`config.mk`:
```
export PLATFORM = sky130hd
export DESIGN_NAME = traffic_light_monitor_flat
export DESIGN_NICKNAME = d
export VERILOG_FILES = /design/src/rtl/traffic_light_monitor_if.sv /design/src/rtl/traffic_light_monitor.sv /design/src/flat_wrapper.sv
export SDC_FILE = /design/constraint.sdc
export NUM_CORES = 1
export LEC_CHECK = 0
export ABC_AREA = 1
export CAP_MARGIN = 20
export CORE_ASPECT_RATIO = 1.5
export CORE_UTILIZATION = 43
export CTS_CLUSTER_DIAMETER = 120
export DETAILED_ROUTE_END_ITERATION = 10
export GPL_ROUTABILITY_DRIVEN = 0
export MAX_ROUTING_LAYER = met4
export PLACE_DENSITY = 0.66
export SLEW_MARGIN = 20
export SYNTH_ARGS = -nofsm -noshare
export SYNTH_HDL_FRONTEND = slang
export SYNTH_SLANG_ARGS = --single-unit
export TNS_END_PERCENT = 1
```
`constraint.sdc`:
```
create_clock -name clk -period 3.35 [get_ports clk]
set_input_delay 0.8375 -clock clk [delete_from_list [all_inputs] [get_ports clk]]
set_output_delay 0.8375 -clock clk [all_outputs]
set_load 0.02 [all_outputs]
```
`src/rtl/traffic_light_monitor_if.sv`:
```
// Signal bundle between the light controller and the traffic-light monitor.
// The controller side drives the code; the monitor side returns decodes and status.
interface traffic_light_monitor_if #(
    parameter int RND_W = 16
);
    logic [1:0]       light;
    logic             red_on;
    logic             yellow_on;
    logic             green_on;
    logic             err_seq;
    logic             err_time;
    logic             err_any;
    logic [RND_W-1:0] rounds;

    modport master (
        output light,
        input  red_on, yellow_on, green_on, err_seq, err_time, err_any, rounds
    );

    modport slave (
        input  light,
        output red_on, yellow_on, green_on, err_seq, err_time, err_any, rounds
    );
endinterface

```
`src/rtl/traffic_light_monitor.sv`:
```
// Receive-side checker for the 2-bit traffic-light code: registered lamp decode,
// legal-sequence and dwell-time verification, and completed-round counting.
module traffic_light_monitor #(
    parameter int RED_TICKS    = 50,
    parameter int YELLOW_TICKS = 10,
    parameter int GREEN_TICKS  = 30,
    parameter int CNT_W        = 8,
    parameter int RND_W        = 16
) (
    input  logic                   clk,
    input  logic                   rst,
    traffic_light_monitor_if.slave tl
);

    typedef enum logic [1:0] {
        OFF    = 2'd0,
        RED    = 2'd1,
        YELLOW = 2'd2,
        GREEN  = 2'd3
    } code_t;

    code_t            prev, prev_n, cur;
    logic [CNT_W-1:0] dwell, dwell_n;
    logic             over, over_n;
    logic             seq_n, time_n, any_n;
    logic [RND_W-1:0] rounds_q, rounds_n;
    logic             red_q, yellow_q, green_q, seq_q, time_q, any_q;

    function automatic logic [CNT_W-1:0] limit(input code_t c);
        case (c)
            RED:     limit = CNT_W'(RED_TICKS);
            YELLOW:  limit = CNT_W'(YELLOW_TICKS);
            GREEN:   limit = CNT_W'(GREEN_TICKS);
            default: limit = '0;
        endcase
    endfunction

    function automatic logic legal(input code_t p, input code_t n);
        case (p)
            OFF:     legal = (n == RED);
            RED:     legal = (n == YELLOW) || (n == OFF);
            YELLOW:  legal = (n == GREEN)  || (n == OFF);
            GREEN:   legal = (n == RED)    || (n == OFF);
            default: legal = 1'b0;
        endcase
    endfunction

    assign cur = code_t'(tl.light);

    always_comb begin
        prev_n   = prev;
        dwell_n  = dwell;
        over_n   = over;
        seq_n    = 1'b0;
        time_n   = 1'b0;
        rounds_n = rounds_q;
        if (cur == prev) begin
            dwell_n = (dwell == '1) ? dwell : dwell + 1'b1;
            // dwell+1 == limit+1 reduces to dwell == limit since limits stay below saturation
            if (prev != OFF && !over && dwell == limit(prev)) begin
                time_n = 1'b1;
                over_n = 1'b1;
            end
        end else begin
            prev_n  = cur;
            dwell_n = CNT_W'(1);
            over_n  = 1'b0;
            if (!legal(prev, cur)) begin
                seq_n = 1'b1;
            end else if (prev != OFF && cur != OFF) begin
                if (dwell != limit(prev) && !over)
                    time_n = 1'b1;
                if (prev == GREEN && cur == RED && !time_n)
                    rounds_n = rounds_q + 1'b1;
            end
        end
        any_n = any_q | seq_n | time_n;
    end

    always_ff @(posedge clk) begin
        if (!rst) begin
            prev     <= OFF;
            dwell    <= '0;
            over     <= 1'b0;
            rounds_q <= '0;
            red_q    <= 1'b0;
            yellow_q <= 1'b0;
            green_q  <= 1'b0;
            seq_q    <= 1'b0;
            time_q   <= 1'b0;
            any_q    <= 1'b0;
        end else begin
            prev     <= prev_n;
            dwell    <= dwell_n;
            over     <= over_n;
            rounds_q <= rounds_n;
            red_q    <= (cur == RED);
            yellow_q <= (cur == YELLOW);
            green_q  <= (cur == GREEN);
            seq_q    <= seq_n;
            time_q   <= time_n;
            any_q    <= any_n;
        end
    end

    assign tl.red_on    = red_q;
    assign tl.yellow_on = yellow_q;
    assign tl.green_on  = green_q;
    assign tl.err_seq   = seq_q;
    assign tl.err_time  = time_q;
    assign tl.err_any   = any_q;
    assign tl.rounds    = rounds_q;

endmodule

```
`src/flat_wrapper.sv`:
```
// flat-port wrapper written by rule: the top's interface ports become plain ports
module traffic_light_monitor_flat 
#(
    parameter int RED_TICKS    = 50,
    parameter int YELLOW_TICKS = 10,
    parameter int GREEN_TICKS  = 30,
    parameter int CNT_W        = 8,
    parameter int RND_W        = 16
)
  (clk, rst, tl_light, tl_red_on, tl_yellow_on, tl_green_on, tl_err_seq, tl_err_time, tl_err_any, tl_rounds);
  traffic_light_monitor_if #(.RND_W(RND_W)) tl_i ();
  input  logic clk;
  input  logic rst;
  input wire logic [$bits(tl_i.light)-1:0] tl_light;
  output wire logic [$bits(tl_i.red_on)-1:0] tl_red_on;
  output wire logic [$bits(tl_i.yellow_on)-1:0] tl_yellow_on;
  output wire logic [$bits(tl_i.green_on)-1:0] tl_green_on;
  output wire logic [$bits(tl_i.err_seq)-1:0] tl_err_seq;
  output wire logic [$bits(tl_i.err_time)-1:0] tl_err_time;
  output wire logic [$bits(tl_i.err_any)-1:0] tl_err_any;
  output wire logic [$bits(tl_i.rounds)-1:0] tl_rounds;
  assign tl_i.light = tl_light;
  assign tl_red_on = tl_i.red_on;
  assign tl_yellow_on = tl_i.yellow_on;
  assign tl_green_on = tl_i.green_on;
  assign tl_err_seq = tl_i.err_seq;
  assign tl_err_time = tl_i.err_time;
  assign tl_err_any = tl_i.err_any;
  assign tl_rounds = tl_i.rounds;
  traffic_light_monitor #(.RED_TICKS(RED_TICKS), .YELLOW_TICKS(YELLOW_TICKS), .GREEN_TICKS(GREEN_TICKS), .CNT_W(CNT_W), .RND_W(RND_W)) u_core (.clk(clk), .rst(rst), .tl(tl_i));
endmodule
```
After elaboration in Yosys (flattened, before gate mapping). Index checks and enable logic that the tools add are counted. Widths: inputs -> output; s select.

Add/sub/neg operators: 2. Multiply operators: 0. Divide/modulo/power cells: 0. $lt $le $gt $ge: 0. Equality and inequality tests: 11. Shift operators: 0. Muxes and demuxes: 19. Bitwise operators: 3. Reductions and logical operators: 17.

Operators with widths (count): $mux 8 (4); $pmux 6 s3 (1); $add 16x1->16 const B (1); $mux 1 (13); $add 8x1->8 const B (1); $eq 2x2->1 const B (4); $eq 8x8->1 (1); $eq 8x8->1 const B (1); $ne 8x8->1 (1); $logic_and 1x1->1 (6); $eq 2x1->1 const B (2); $logic_not 2->1 (2); $pmux 1 s4 (1); $reduce_and 4->1 (1); $reduce_bool 2->1 (2); $logic_or 1x1->1 (3); $eq 2x2->1 (1); $logic_not 1->1 (2); $ne 2x2->1 const B (1); $or 1x1->1 (2); $reduce_and 2->1 (1); $not 1->1 (1).

Flip-flop bits (word level): 33. Latch bits: 0. RAM bits: 0. Bits in read-only memories: 0. Bits of input ports: 4. Output and inout bits: 22. Word-level logic and storage cells: 63. Memories kept: 0.

Depth between registers and ports, before layout.
Depth in word-level cells: 16. Depth in mapped cells: 12.

Worst setup path before layout. Ideal clock, no wire load.

Path type: input port to flip-flop. From: input tl_light[1]. To: register u_core.rounds_q[3], in the netlist u_core.tl.rounds[3]. Library setup time: 72 ps. Data arrival time: 1787 ps. Required time: 3278 ps. Setup slack: 1491 ps. Stages on the path: 5. Buffers on the path: 2. Path through: clkbuf_1 > nor3_4 > buf_2 > nand3_1 > a21oi_1.

Word-level cells in the longest chain between the ends: 5. Elaborated cells between the ends (all ways): 16. Classes of those cells: 4 x eq/ne; 2 x mux; 1 x bitwise; 9 x reduce/logical.

Ends and longest elaborated chain: from (decl) (line flat_wrapper.sv:14) `input wire logic [$bits(tl_i.light)-1:0] tl_light;`; $eq 2x1->1 (tied with other cells) (line traffic_light_monitor.sv:40, traffic_light_monitor.sv:43, traffic_light_monitor.sv:73); $logic_or 1x1->1 (on tied branches) (line traffic_light_monitor.sv:43, traffic_light_monitor.sv:41, traffic_light_monitor.sv:42); $pmux 1 s4 (line traffic_light_monitor.sv:39) `case (p)`; $mux 1 (line traffic_light_monitor.sv:57) `if (cur == prev) begin`; $reduce_and 4->1 (no source line) (*); to (signal assigned) (line traffic_light_monitor.sv:96) `rounds_q <= rounds_n;`; to (decl) (line traffic_light_monitor.sv:26) `logic [RND_W-1:0] rounds_q, rounds_n;`.

Every way passes the cells marked *; elsewhere a longest branch is shown, timed or not. The select of a mux whose other input is x is not followed. A chain may end at the register's enable or synchronous reset.

Final worst setup path.
From: register u_core.rounds_q[0], in the netlist u_core.tl.rounds[0]. To: output tl_rounds[0].

RTL lines: to (decl) (line flat_wrapper.sv:21) `output wire logic [$bits(tl_i.rounds)-1:0] tl_rounds;`.

No word-level cell between the ends.

==> out/metrics.yaml <==
floorplan:
  io_pins: 26
  die_area_mm2: 0.00436
  die_w_um: 54.3
  start_util: 0.449
  rows: 28
  core_mm2: 0.00392
  die_h_um: 80.4
timing:
  fin_skew_ns: 0.00810
  tns_ns: 0
  slew_headroom: 0.626
  hold_viol_final: 0
  fin_crit_sh: 0.662
  drv_slew: 0
  tightest_slew_ns: 0.558
  finalSetupViolCount: 0
  min_period_ns: 2.22
  setup_slack_ns: 1.13
  max_freq_mhz: 451
  rsz0062_at_grt: "no"
  whs_ns: 0.475
worst_setup_path:
  startpoint_type: "register"
  crit_required_ns: 2.51
  slowest_stage: "clkdlybuf4s50_1"
  slowest_delay_ns: 0.65
  critPathMaxFanout: 7
  path_class: "reg -> out"
  critPathTopFamily: "buffers and inverters"
  critPathArrivalTime_ns: 1.38
  path_cells: "clkdlybuf4s50_1"
  end_kind: "output pin"
  timing.critical_path.buf_inv: 1
layout:
  largest_register_ff_count: 16
  area_growth_pct: 21.1
  final_area_mm2: 0.00213
  drive_gt1_frac: 0.0685
  final_cell_mix: "77 x nand2_1, 33 x dfxtp_1, 31 x nor2_1, 30 x nand3_1, 25 x clkdlybuf4s50_1"
  fillers: 412
  seq_area_um2: 661
  finish.utilization: 0.544
  antenna_cells: 0
  instances_no_fill: 337
  final_common_cell: "nand2_1"
  multi_input_area_um2: 967
  nets: 298
cts:
  insertion_delay_ns: 0.29
  clockBufferDepth: 2
  hold_buffers: 0
  cts-root-buf: "clkbuf_8"
  cts_tree: "built"
  cts_setup_buffers: 0
  cts_made_buffers: 5
  htreeDepth: 2
  clock_sinks: 33
  clkTransAtPathRegs_ns: 0.06
  cts_resized: 0
run:
  maxCapViolCount: 0
routing:
  ant_nets: 0
  drt-pass1-iter-count: 4
  wirelength_um: 4120
  vias: 1730
  drc: 0
  drt_iter0_markers: 50
  viasPerCell: 5.13
  wl_per_cell_um: 12.2
synthesis:
  synth_cell_types: 28
  ys_ff_latch: 33
  synth_warnings: 0
  syn-num-nets: 270
  syn_inst: 264
  syn_avg_cell_area_um2: 6.67
  synth.yosys.seq_area_share: 0.375
  netlist_area_mm2: 0.00176
global_routing:
  grt_max_degree: 18
  track_usage: 0.212
  grt_pass1_wl_um: 6530
  grt_pass1_vias: 1517
  grt_overflow_total: 0
  antenna_found_initial: 0
pwr:
  power_density_mw_per_mm2: 365
  peakVddDrop_mv: 0.241
  p_leak_nw: 0.832
  fin_total_pwr_mw: 0.779
placed_design:
  numPortBuffers: 25
  dp_slack_ns: 0.826
  postPlaceCellArea_mm2: 0.00205
  dpl.hpwl_um: 3110
  dp_cells: 330
worst_hold_path:
  holdCritPathClass: "reg -> reg"
outcome:
  status: "finished, final reports clean"
-- cells by family (layout without fill, tap and decap cells) --
logic type / after synthesis / in the layout / share of synthesized area
AND/OR/NAND/NOR: 152 / 152 / 0.376
flip-flops: 33 / 33 / 0.375
adder cells (fa/ha/maj): 2 / 2 / 0.0142
buffers and inverters: 32 / 60 / 0.0760
XOR/XNOR: 12 / 12 / 0.0597
AO/OA/AOI/OAI: 33 / 33 / 0.0987
-- final timing paths --
| path | endpoint | cells past startpoint | start | slack, ns |
|---|---|---|---|---|
| max | tl_rounds[0] | 1 | u_core.tl.rounds[0] | 1.13 |
| min | u_core.over | 1 | u_core.over | 0.48 |
| max reg2reg | u_core.tl.rounds[3] | 9 | u_core.prev[1] | 1.60 |
| min reg2reg | u_core.over | 1 | u_core.over | 0.48 |
-- metal layers --
metal	global-route usage	wire [µm]	vias up
met4	0.0872	81	0
met1	0.215	1710	780
met2	0.376	2190	34
met3	0.0455	129	8
li1	-	-	908
met5	-	0	-
-- cell type report --
| class | count | share of cell area |
|---|---|---|
| flip-flops and latches | 33 | 0.310 |
| inverters | 26 | 0.0457 |
| repair buffers | 27 | 0.124 |
| well taps | 45 | 0.0264 |
| clock buffers | 7 | 0.0405 |
| multi-input cells | 199 | 0.453 |
-- cells in the mapped netlist --
library cell,n,share of area
nand2_1,77,0.16
dfxtp_1,33,0.37
nor2_1,31,0.066
nand3_1,30,0.085
inv_1,21,0.045
a21oi_1,20,0.057
nand4_1,6,0.021
xnor2_1,6,0.030
xor2_1,6,0.030
o21ai_0,5,0.014
inv_2,4,0.0085
o21ai_1,4,0.011
buf_2,2,0.0057
ha_1,2,0.014
nand2_2,2,0.0071
nand2_4,2,0.013
nor2_2,2,0.0071
a31oi_1,1,0.0036
buf_1,1,0.0021
buf_4,1,0.0043
buf_6,1,0.0064
clkbuf_1,1,0.0021
clkinv_1,1,0.0021
nor3_4,1,0.0092
o21a_1,1,0.0043
o21bai_1,1,0.0043
o31ai_1,1,0.0043
or2_2,1,0.0036
-- report_power, final --
group / switching [mW] / internal, mW
sequential: 0.00717 / 0.400
clock: 0.141 / 0.163
combinational: 0.0422 / 0.0259
total: 0.190 / 0.589
-- worst register-to-register path, cell delays in order, from the launching register on --
cell     delay (ns)
dfxtp_1        0.54
nand2_2        0.14
nand2_1        0.08
nand3_1        0.06
nor2_1         0.17
nand2_2        0.11
nand2_4        0.19
nand2_4        0.17
nand2_1        0.11
a21oi_1        0.06
Power figures use the tool's default switching activity.
